==> src/rtl/udp_vlg_rx_if.sv <==
// UDP receive parser interface.
// Groups the IPv4 payload input stream, the parsed-header meta bus and the
// UDP payload output stream.
//   slave  : parser side (consumes in_*, drives meta_* and out_*)
//   master : upstream/downstream side (drives in_*, observes meta_* and out_*)
interface udp_vlg_rx_if;
   // IPv4 payload stream
   logic        in_val;
   logic        in_sof;
   logic        in_eof;
   logic        in_err;
   logic [7:0]  in_dat;
   logic [31:0] in_src_ip;
   logic [31:0] in_dst_ip;
   logic [15:0] in_pld_len;
   // Parsed header
   logic        meta_val;
   logic [15:0] meta_src_port;
   logic [15:0] meta_dst_port;
   logic [15:0] meta_length;
   logic [31:0] meta_src_ip;
   logic [31:0] meta_dst_ip;
   // UDP payload stream
   logic        out_val;
   logic        out_sof;
   logic        out_eof;
   logic        out_err;
   logic [7:0]  out_dat;

   modport slave (
      input  in_val, in_sof, in_eof, in_err, in_dat, in_src_ip, in_dst_ip, in_pld_len,
      output meta_val, meta_src_port, meta_dst_port, meta_length, meta_src_ip, meta_dst_ip,
      output out_val, out_sof, out_eof, out_err, out_dat
   );

   modport master (
      output in_val, in_sof, in_eof, in_err, in_dat, in_src_ip, in_dst_ip, in_pld_len,
      input  meta_val, meta_src_port, meta_dst_port, meta_length, meta_src_ip, meta_dst_ip,
      input  out_val, out_sof, out_eof, out_err, out_dat
   );
endinterface

==> src/rtl/udp_vlg_rx.sv <==
// UDP receive parser.
// Strips the 8-byte UDP header from the IPv4 payload stream, publishes the
// header fields plus IPv4 addresses on meta_* (meta_val pulses once per
// accepted datagram), and forwards the payload trimmed to the UDP length with
// 1-cycle latency. Malformed, truncated or restarted datagrams are flagged
// with out_err on the closing out_eof beat.
// Ports:
//   clk  : system clock
//   rst  : asynchronous reset, active-high
//   bus  : udp_vlg_rx_if.slave (in_* stream, meta_* bus, out_* stream)
// Build option: define UDP_VLG_RX_CHKSUM_EN to verify the UDP checksum
// (pseudo-header + header + payload); a bad sum sets out_err on out_eof and
// suppresses meta_val for header-only datagrams. A zero checksum field means
// "not computed" and always passes.
module udp_vlg_rx (
   input  logic          clk,
   input  logic          rst,
   udp_vlg_rx_if.slave   bus
);

   typedef enum logic [1:0] {StIdle, StHdr, StPld, StDiscard} state_e;

   state_e      state_q, state_d;
   logic [15:0] byte_cnt_q, byte_cnt_d, byte_cnt_inc;
   logic [15:0] src_port_q, src_port_d;
   logic [15:0] dst_port_q, dst_port_d;
   logic [15:0] len_q, len_d;
   logic        frame_open_q, frame_open_d;
   logic        last_byte;
   logic        csum_bad;

   logic        meta_val_q, meta_val_d;
   logic [15:0] meta_src_port_q, meta_src_port_d;
   logic [15:0] meta_dst_port_q, meta_dst_port_d;
   logic [15:0] meta_length_q, meta_length_d;
   logic [31:0] meta_src_ip_q, meta_src_ip_d;
   logic [31:0] meta_dst_ip_q, meta_dst_ip_d;

   logic        out_val_q, out_val_d;
   logic        out_sof_q, out_sof_d;
   logic        out_eof_q, out_eof_d;
   logic        out_err_q, out_err_d;
   logic [7:0]  out_dat_q, out_dat_d;

`ifdef UDP_VLG_RX_CHKSUM_EN
   logic [15:0] csum_q, csum_d, csum_word, csum_fin, chk_q, chk_d, chk_now;
   logic [7:0]  hi_q, hi_d;

   function automatic logic [15:0] ones_add(input logic [15:0] a, input logic [15:0] b);
      logic [16:0] s;
      s = {1'b0, a} + {1'b0, b};
      return s[15:0] + {15'd0, s[16]};
   endfunction

   // Odd byte index completes a 16-bit word; an even index as the final byte
   // is a trailing odd byte padded with 0x00.
   assign csum_word = byte_cnt_q[0] ? {hi_q, bus.in_dat} : {bus.in_dat, 8'h00};
   assign csum_fin  = ones_add(csum_q, csum_word);
   assign chk_now   = (state_q == StHdr) ? {hi_q, bus.in_dat} : chk_q;
   assign csum_bad  = (chk_now != 16'h0000) && (csum_fin != 16'hFFFF);

   always_comb begin
      csum_d = csum_q;
      hi_d   = hi_q;
      chk_d  = chk_q;
      if (bus.in_val && bus.in_sof) begin
         // Seed with the address part of the pseudo-header plus protocol 17.
         csum_d = ones_add(ones_add(ones_add(ones_add(bus.in_src_ip[31:16], bus.in_src_ip[15:0]),
                  bus.in_dst_ip[31:16]), bus.in_dst_ip[15:0]), 16'h0011);
         hi_d   = bus.in_dat;
      end else if (bus.in_val && (state_q == StHdr || state_q == StPld)) begin
         if (!byte_cnt_q[0]) begin
            hi_d = bus.in_dat;
         end else begin
            csum_d = ones_add(csum_q, {hi_q, bus.in_dat});
            // UDP length also appears in the pseudo-header.
            if (state_q == StHdr && byte_cnt_q[2:0] == 3'd5) begin
               csum_d = ones_add(csum_d, {hi_q, bus.in_dat});
            end
            if (state_q == StHdr && byte_cnt_q[2:0] == 3'd7) begin
               chk_d = {hi_q, bus.in_dat};
            end
         end
      end
   end

   always_ff @(posedge clk or posedge rst) begin
      if (rst) begin
         csum_q <= '0;
         hi_q   <= '0;
         chk_q  <= '0;
      end else begin
         csum_q <= csum_d;
         hi_q   <= hi_d;
         chk_q  <= chk_d;
      end
   end
`else
   assign csum_bad = 1'b0;
`endif

   assign byte_cnt_inc = (byte_cnt_q == 16'hFFFF) ? byte_cnt_q : byte_cnt_q + 16'd1;
   assign last_byte    = (byte_cnt_q == len_q - 16'd1);

   always_comb begin
      state_d         = state_q;
      byte_cnt_d      = byte_cnt_q;
      src_port_d      = src_port_q;
      dst_port_d      = dst_port_q;
      len_d           = len_q;
      frame_open_d    = frame_open_q;
      meta_val_d      = 1'b0;
      meta_src_port_d = meta_src_port_q;
      meta_dst_port_d = meta_dst_port_q;
      meta_length_d   = meta_length_q;
      meta_src_ip_d   = meta_src_ip_q;
      meta_dst_ip_d   = meta_dst_ip_q;
      out_val_d       = 1'b0;
      out_sof_d       = 1'b0;
      out_eof_d       = 1'b0;
      out_err_d       = 1'b0;
      out_dat_d       = 8'h00;

      if (bus.in_val) begin
         if (bus.in_sof) begin
            // New datagram; an open output frame is closed with an error beat.
            if (frame_open_q) begin
               out_val_d = 1'b1;
               out_eof_d = 1'b1;
               out_err_d = 1'b1;
            end
            frame_open_d     = 1'b0;
            src_port_d[15:8] = bus.in_dat;
            byte_cnt_d       = 16'd1;
            state_d          = bus.in_eof ? StIdle : StHdr;
         end else begin
            unique case (state_q)
               StIdle: ;
               StHdr: begin
                  byte_cnt_d = byte_cnt_inc;
                  case (byte_cnt_q[2:0])
                     3'd1:    src_port_d[7:0]  = bus.in_dat;
                     3'd2:    dst_port_d[15:8] = bus.in_dat;
                     3'd3:    dst_port_d[7:0]  = bus.in_dat;
                     3'd4:    len_d[15:8]      = bus.in_dat;
                     3'd5:    len_d[7:0]       = bus.in_dat;
                     default: ;
                  endcase
                  if (byte_cnt_q[2:0] == 3'd7) begin
                     meta_src_port_d = src_port_q;
                     meta_dst_port_d = dst_port_q;
                     meta_length_d   = len_q;
                     meta_src_ip_d   = bus.in_src_ip;
                     meta_dst_ip_d   = bus.in_dst_ip;
                     if (len_q == 16'd8) begin
                        meta_val_d = !csum_bad;
                        state_d    = bus.in_eof ? StIdle : StDiscard;
                     end else if (bus.in_eof || len_q < 16'd8 || len_q > bus.in_pld_len) begin
                        state_d = bus.in_eof ? StIdle : StDiscard;
                     end else begin
                        meta_val_d = 1'b1;
                        state_d    = StPld;
                     end
                  end else if (bus.in_eof) begin
                     state_d = StIdle;
                  end
               end
               StPld: begin
                  byte_cnt_d   = byte_cnt_inc;
                  out_val_d    = 1'b1;
                  out_dat_d    = bus.in_dat;
                  out_sof_d    = (byte_cnt_q == 16'd8);
                  out_eof_d    = last_byte || bus.in_eof;
                  out_err_d    = (bus.in_eof && (!last_byte || bus.in_err)) ||
                                 (last_byte && csum_bad);
                  frame_open_d = !(last_byte || bus.in_eof);
                  if (bus.in_eof)     state_d = StIdle;
                  else if (last_byte) state_d = StDiscard;
               end
               StDiscard: begin
                  if (bus.in_eof) state_d = StIdle;
               end
               default: state_d = StIdle;
            endcase
         end
      end
   end

   always_ff @(posedge clk or posedge rst) begin
      if (rst) begin
         state_q         <= StIdle;
         byte_cnt_q      <= '0;
         src_port_q      <= '0;
         dst_port_q      <= '0;
         len_q           <= '0;
         frame_open_q    <= 1'b0;
         meta_val_q      <= 1'b0;
         meta_src_port_q <= '0;
         meta_dst_port_q <= '0;
         meta_length_q   <= '0;
         meta_src_ip_q   <= '0;
         meta_dst_ip_q   <= '0;
         out_val_q       <= 1'b0;
         out_sof_q       <= 1'b0;
         out_eof_q       <= 1'b0;
         out_err_q       <= 1'b0;
         out_dat_q       <= '0;
      end else begin
         state_q         <= state_d;
         byte_cnt_q      <= byte_cnt_d;
         src_port_q      <= src_port_d;
         dst_port_q      <= dst_port_d;
         len_q           <= len_d;
         frame_open_q    <= frame_open_d;
         meta_val_q      <= meta_val_d;
         meta_src_port_q <= meta_src_port_d;
         meta_dst_port_q <= meta_dst_port_d;
         meta_length_q   <= meta_length_d;
         meta_src_ip_q   <= meta_src_ip_d;
         meta_dst_ip_q   <= meta_dst_ip_d;
         out_val_q       <= out_val_d;
         out_sof_q       <= out_sof_d;
         out_eof_q       <= out_eof_d;
         out_err_q       <= out_err_d;
         out_dat_q       <= out_dat_d;
      end
   end

   assign bus.meta_val      = meta_val_q;
   assign bus.meta_src_port = meta_src_port_q;
   assign bus.meta_dst_port = meta_dst_port_q;
   assign bus.meta_length   = meta_length_q;
   assign bus.meta_src_ip   = meta_src_ip_q;
   assign bus.meta_dst_ip   = meta_dst_ip_q;
   assign bus.out_val       = out_val_q;
   assign bus.out_sof       = out_sof_q;
   assign bus.out_eof       = out_eof_q;
   assign bus.out_err       = out_err_q;
   assign bus.out_dat       = out_dat_q;

endmodule

==> src/flat_wrapper.sv <==
// flat-port wrapper written by rule: the top's interface ports become plain ports
module udp_vlg_rx_flat 
  (clk, rst, bus_in_val, bus_in_sof, bus_in_eof, bus_in_err, bus_in_dat, bus_in_src_ip, bus_in_dst_ip, bus_in_pld_len, bus_meta_val, bus_meta_src_port, bus_meta_dst_port, bus_meta_length, bus_meta_src_ip, bus_meta_dst_ip, bus_out_val, bus_out_sof, bus_out_eof, bus_out_err, bus_out_dat);
  udp_vlg_rx_if bus_i ();
  input  logic clk;
  input  logic rst;
  input wire logic [$bits(bus_i.in_val)-1:0] bus_in_val;
  input wire logic [$bits(bus_i.in_sof)-1:0] bus_in_sof;
  input wire logic [$bits(bus_i.in_eof)-1:0] bus_in_eof;
  input wire logic [$bits(bus_i.in_err)-1:0] bus_in_err;
  input wire logic [$bits(bus_i.in_dat)-1:0] bus_in_dat;
  input wire logic [$bits(bus_i.in_src_ip)-1:0] bus_in_src_ip;
  input wire logic [$bits(bus_i.in_dst_ip)-1:0] bus_in_dst_ip;
  input wire logic [$bits(bus_i.in_pld_len)-1:0] bus_in_pld_len;
  output wire logic [$bits(bus_i.meta_val)-1:0] bus_meta_val;
  output wire logic [$bits(bus_i.meta_src_port)-1:0] bus_meta_src_port;
  output wire logic [$bits(bus_i.meta_dst_port)-1:0] bus_meta_dst_port;
  output wire logic [$bits(bus_i.meta_length)-1:0] bus_meta_length;
  output wire logic [$bits(bus_i.meta_src_ip)-1:0] bus_meta_src_ip;
  output wire logic [$bits(bus_i.meta_dst_ip)-1:0] bus_meta_dst_ip;
  output wire logic [$bits(bus_i.out_val)-1:0] bus_out_val;
  output wire logic [$bits(bus_i.out_sof)-1:0] bus_out_sof;
  output wire logic [$bits(bus_i.out_eof)-1:0] bus_out_eof;
  output wire logic [$bits(bus_i.out_err)-1:0] bus_out_err;
  output wire logic [$bits(bus_i.out_dat)-1:0] bus_out_dat;
  assign bus_i.in_val = bus_in_val;
  assign bus_i.in_sof = bus_in_sof;
  assign bus_i.in_eof = bus_in_eof;
  assign bus_i.in_err = bus_in_err;
  assign bus_i.in_dat = bus_in_dat;
  assign bus_i.in_src_ip = bus_in_src_ip;
  assign bus_i.in_dst_ip = bus_in_dst_ip;
  assign bus_i.in_pld_len = bus_in_pld_len;
  assign bus_meta_val = bus_i.meta_val;
  assign bus_meta_src_port = bus_i.meta_src_port;
  assign bus_meta_dst_port = bus_i.meta_dst_port;
  assign bus_meta_length = bus_i.meta_length;
  assign bus_meta_src_ip = bus_i.meta_src_ip;
  assign bus_meta_dst_ip = bus_i.meta_dst_ip;
  assign bus_out_val = bus_i.out_val;
  assign bus_out_sof = bus_i.out_sof;
  assign bus_out_eof = bus_i.out_eof;
  assign bus_out_err = bus_i.out_err;
  assign bus_out_dat = bus_i.out_dat;
  udp_vlg_rx u_core (.clk(clk), .rst(rst), .bus(bus_i));
endmodule
==> config.mk <==
export PLATFORM = sky130hd
export DESIGN_NAME = udp_vlg_rx_flat
export DESIGN_NICKNAME = d
export VERILOG_FILES = /design/src/rtl/udp_vlg_rx_if.sv /design/src/rtl/udp_vlg_rx.sv /design/src/flat_wrapper.sv
export SDC_FILE = /design/constraint.sdc
export NUM_CORES = 1
export LEC_CHECK = 0
export ABC_AREA = 1
export CAP_MARGIN = 25
export CORE_MARGIN = 3
export CORE_UTILIZATION = 52
export DETAILED_ROUTE_END_ITERATION = 10
export PLACE_DENSITY = 0.95
export REMOVE_ABC_BUFFERS = 1
export SETUP_SLACK_MARGIN = 0.4
export SYNTH_ARGS = -nofsm -noshare
export SYNTH_HDL_FRONTEND = slang
export SYNTH_SLANG_ARGS = --single-unit
==> constraint.sdc <==
create_clock -name clk -period 12.2 [get_ports clk]
set_input_delay 1.83 -clock clk [delete_from_list [all_inputs] [get_ports clk]]
set_output_delay 1.83 -clock clk [all_outputs]
set_load 0.02 [all_outputs]
* Yosys cells after proc, flatten, opt, wreduce, memory -nomap -nowiden
Index checks and enable logic that the tools add are counted.
W data, S select, Z words.
** Cells by class
- Add/subtract/negate cells :: 2
- Multiply operators :: 0
- Div/mod/pow operators :: 0
- Order comparisons :: 2
- Eq/ne operators :: 15
- Shift operators :: 0
- Mux-type cells :: 37
- Bitwise operators :: 1
- Reduce and logical (&&, ||, !) cells :: 21
** Operator list (count)
- $mux W16 :: 3
- $eq A16 B4 Y1 const B :: 2
- $mux W8 :: 3
- $reduce_and A4 Y1 :: 6
- $mux W1 :: 22
- $add A16 B1 Y16 const B :: 1
- $eq A16 B16 Y1 :: 1
- $eq A16 B16 Y1 const B :: 1
- $gt A16 B16 Y1 :: 1
- $lt A16 B4 Y1 const B :: 1
- $mux W2 :: 8
- $sub A16 B1 Y16 const B :: 1
- $eq A3 B3 Y1 const B :: 3
- $eq A3 B2 Y1 const B :: 2
- $pmux W2 S3 :: 1
- $reduce_and A3 Y1 :: 2
- $eq A2 B2 Y1 const B :: 2
- $logic_or A1 B1 Y1 :: 4
- $ne A4 B3 Y1 const B :: 1
- $reduce_and A2 Y1 :: 2
- $reduce_bool A2 Y1 :: 2
- $reduce_bool A4 Y1 :: 1
- $eq A3 B1 Y1 const B :: 1
- $eq A2 B1 Y1 const B :: 1
- other kinds (5) :: 6
** Storage, ports and cells
- Register bits :: 192
- Bits in latches :: 0
- Memory bits (writable) :: 0
- ROM bits :: 0
- Output and inout port bits :: 125
- Logic and storage cells :: 98
- Memories kept :: 0

* Logic depth before layout (Yosys ltp)
- Depth in word-level cells :: 9
- Gate-level depth with buffers :: 16

* Worst setup path before layout
No wires, ideal clock.
- Path type :: input to register
- From :: input bus_in_pld_len[15]
- To :: register u_core.state_q[0]
- Library setup time :: 0.117 ns
- Arrival :: 2.977 ns
- Slack :: 9.107 ns
- Cell stages on the path :: 11
- Cells stage by stage :: inv_1 ha_1 nand2_1 nor4_1 nand3_1 nand2_1 nand3_1 nand2_1 nand2_1 nand3_1 nand2_1
** On the way
- Word-level cells in the longest chain between the ends :: 7
** Ends and longest elaborated chain
- from (decl) :: line flat_wrapper.sv:14 : input wire logic [$bits(bus_i.in_pld_len)-1:0] bus_in_pld_len;
- $gt A16 B16 Y1 :: line udp_vlg_rx.sv:158 : end else if (bus.in_eof || len_q < 16'd8 || len_q > bus.in_pld_len) begin
- $logic_or A1 B1 Y1 :: line udp_vlg_rx.sv:158
- $mux W2 :: line udp_vlg_rx.sv:158
- $mux W2 :: line udp_vlg_rx.sv:155 : if (len_q == 16'd8) begin
- $mux W2 :: line udp_vlg_rx.sv:149 : if (byte_cnt_q[2:0] == 3'd7) begin
- $pmux W2 S3 :: line udp_vlg_rx.sv:137 : unique case (state_q)
- $mux W2 :: line udp_vlg_rx.sv:125 : if (bus.in_sof) begin
- to (signal assigned) :: line udp_vlg_rx.sv:191 : state_q <= StIdle;
- to (signal assigned) :: line udp_vlg_rx.sv:209 : state_q <= state_d;
- to (decl) :: line udp_vlg_rx.sv:23 : state_e state_q, state_d;
No other way between the ends.
A chain may end at the register's enable or synchronous reset.

* Final worst setup path
- From :: input bus_in_sof
- To :: register u_core.meta_length_q[10] (netlist: u_core.bus.meta_length[10])
** On the way
- Word-level cells in the longest chain between the ends :: 2
** Ends and longest elaborated chain
- from (decl) :: line flat_wrapper.sv:8 : input wire logic [$bits(bus_i.in_sof)-1:0] bus_in_sof;
- $not A1 Y1 (no line)
- $reduce_and A4 Y1 (no line)
- to (signal assigned) :: line udp_vlg_rx.sv:218 : meta_length_q <= meta_length_d;
- to (decl) :: line udp_vlg_rx.sv:35 : logic [15:0] meta_length_q, meta_length_d;
No other way between the ends.

==> flow_metrics.py <==
metrics = {
    "status": {
        "outcome": "completed",
    },
    "timing": {
        "slew_violations": 0,
        "final.setup.tns_ns": 0,
        "fin_skew_ns": 0.01100,
        "rsz0062_at_grt": "no",
        "period_share_pct": 33.88,
        "fin_crit_ns": 4.133,
        "timing.final.ws_setup_ns": 8.067,
        "max_slew_margin_pct": 37.18,
        "hold_violations": 0,
        "tightest_slew_ns": 0.9423,
        "max_freq_mhz": 241.9,
        "finalSetupViolCount": 0,
    },
    "logic_synthesis": {
        "synthTopCellsByCount": "dfrtp_1 (192), nand2_1 (166), mux2_2 (100)",
        "yosys_most_used_dff": "dfrtp_1",
        "synth.area.top_cells": "dfrtp_1 (54%), mux2_2 (13%), nand2_1 (7.1%)",
        "synth_edf_count": 0,
        "ys_types": 37,
        "postSynthAreaPerCell_sq_um": 10.31,
        "synth_top_area_share_pct": 54.44,
        "ys_warn_count": 0,
        "ys_ff_latch": 192,
        "synth_top_area_cell": "dfrtp_1",
        "synthArstFlopShare_pct": 100.0,
        "synth.most_common_cell": "dfrtp_1",
        "syn_area_sq_um": 8825,
        "synth-seq-area-share_pct": 54.44,
        "netlist_instances": 856,
    },
    "final_layout": {
        "synthToLayoutAreaGrowth_pct": 33.09,
        "fin_nets": 1187,
        "drive_above_1_share_pct": 15.00,
        "seq_area_sq_um": 4805,
        "fillCellCount": 1081,
        "antenna_cells": 0,
        "multi_input_area_sq_um": 3591,
    },
    "detailed_routing": {
        "drtAntennaViolNets": 0,
        "drt_wl_total_mm": 24.30,
        "dr.pass1.iters": 5,
        "drcViolationCount": 0,
        "via_per_inst": 5.429,
        "wl_per_cell_um": 18.75,
        "via_count": 7036,
        "drtIter0Drc": 508,
    },
    "clock_network": {
        "cts_setup_buffers": 0,
        "cts_inserted_buffers": 17,
        "clock-sinks": 192,
        "clk_pin_slew_ns": 0.07,
        "clock_latency_ns": 0.43,
        "cts_tree": "done",
        "hold_buffers": 0,
        "clk_path_buf_depth": 2,
        "root_buffer": "clkbuf_16",
        "cts-resized-gates": 0,
        "htree_levels": 4,
    },
    "critical_path": {
        "crit_arrival_ns": 4.44,
        "crit_fanout": 73,
        "worstSetupStartpointType": "input pin",
        "slowest_delay_ns": 0.85,
        "critPathKind": "input pin to register",
        "endpoint_kind": "register",
        "path_cells": "clkdlybuf4s50_1 > nor2_4 > nand3_4 > buf_4 > mux2_2",
        "cp.required_ns": 12.51,
        "slowest_stage": "buf_4",
    },
    "power_and_ir_drop": {
        "p_per_area_nw_per_um2": 144.8,
        "leakage_nw": 5.654,
        "ir_worst_vdd_mv": 0.1139,
    },
    "placement": {
        "gp_congestion": 0.9089,
        "port_buffers": 218,
        "place_ws_ns": 7.644,
        "dp.final_hpwl_mm": 17.66,
    },
    "grt": {
        "grt.overflow.total": 0,
        "grt_pass1_vias": 7271,
        "grt_pass1_wl_mm": 37.71,
        "track_usage_pct": 26.29,
        "grt_max_degree": 114,
        "antenna_found_initial": 0,
    },
    "die": {
        "io_pins": 219,
        "die-height_um": 136.3,
        "initial_core_util_pct": 54.37,
        "die_area_sq_um": 18570,
        "die_w_um": 136.3,
        "core_sq_um": 16230,
        "rows": 46,
    },
    "min_path": {
        "hp-class": "register to register",
    },
    "flow_run": {
        "cap_violations": 0,
    },
}
-- layer usage --
layer,track usage (%),vias to the layer above,wire length (um)
li1,-,3252,-
met3,7.587,54,2151
met1,30.26,3401,9197
met5,0,-,0
met4,9.239,0,597
met2,46.73,329,12350
-- cells in the final DEF, fill, tap and decap left out, drive strengths merged --
master / instances
xor2: 18
clkinvlp: 1
a31oi: 2
a21oi: 19
o21ai: 71
nor4: 8
buf: 3
o22ai: 1
clkinv: 4
nand2: 171
nor3: 10
inv: 83
or2: 3
o31ai: 4
o21bai: 1
mux2: 100
dfrtp: 192
clkbuf: 21
nand4: 10
nand3: 37
nor2: 65
ha: 26
nand3b: 3
a211oi: 2
clkdlybuf4s50: 218
a311oi: 1
xnor2: 5
o21a: 1
-- cells by family (layout without fill, tap and decap cells) --
logic type	Yosys count	in the layout	share of synthesized area, %
xor+xnor	23	23	2.283
fa+ha+maj	26	26	3.686
buf+inv	106	330	4.948
compound gates	102	102	6.324
simple gates	307	307	15.55
flops	192	192	54.44
mux	100	100	12.76
-- stage by stage --
stage	area (sq um)	hold slack, ns	utilization [%]	cells	power, W
final	11750	0.4838	72.36	1296	0.001701
after CTS	11720	0.4867	72.19	1295	0.001705
after global placement	11160	0.4629	68.76	1263	0.001156
after global routing	11750	0.4969	72.36	1296	0.001785
after floorplan	8677	0.4492	-	827	0.001025
after detailed placement	11160	0.4692	68.76	1263	0.001175
-- cell type report --
cell class	count	area share, %
Clock buffer	21	3.920
Timing Repair Buffer	221	18.94
Inverter	77	2.525
Sequential cell	192	40.91
Multi-Input combinational cell	558	30.57
Clock inverter	11	0.8309
Tap cell	216	2.301
-- power breakdown --
part	internal [W]	total, W	switching, W
Sequential	0.000689	0.000738	0.0000496
Clock	0.000278	0.000529	0.000251
Combinational	0.000177	0.000434	0.000257
-- final timing paths --
path	start	end	slack [ns]	cells after the start
min in group asynchronous	rst	u_core.bus.meta_length[0]$_DFFE_PP0P_	1.96	2
max in group asynchronous	rst	u_core.state_q[1]$_DFFE_PP0P_	9.16	4
worst max-delay path	bus_in_sof	u_core.bus.meta_length[10]$_DFFE_PP0P_	8.07	5
worst max register to register	u_core.byte_cnt_q[0]$_DFFE_PP0P_	u_core.bus.meta_length[10]$_DFFE_PP0P_	9.22	5
worst min register to register	u_core.dst_port_q[11]$_DFFE_PP0P_	u_core.dst_port_q[11]$_DFFE_PP0P_	0.48	2
worst min-delay path	u_core.dst_port_q[11]$_DFFE_PP0P_	u_core.dst_port_q[11]$_DFFE_PP0P_	0.48	2
-- critical path, delay by kind of cell --
kind / cells / cell delay [ns]
mux: 1 / 0.43
buf+inv: 2 / 1.55
simple gates: 2 / 0.58
-- registers in the layout, indices dropped and copies added (netlist names), 2 cells and up --
register,count
u_core.byte_cnt_q,16
u_core.bus.meta_src_ip,32
u_core.bus.meta_dst_ip,32
u_core.bus.meta_dst_port,16
u_core.state_q,2
u_core.bus.meta_length,16
u_core.bus.out_dat,8
u_core.len_q,16
u_core.src_port_q,16
u_core.bus.meta_src_port,16
u_core.dst_port_q,16
(Power assumes the default switching activity.)
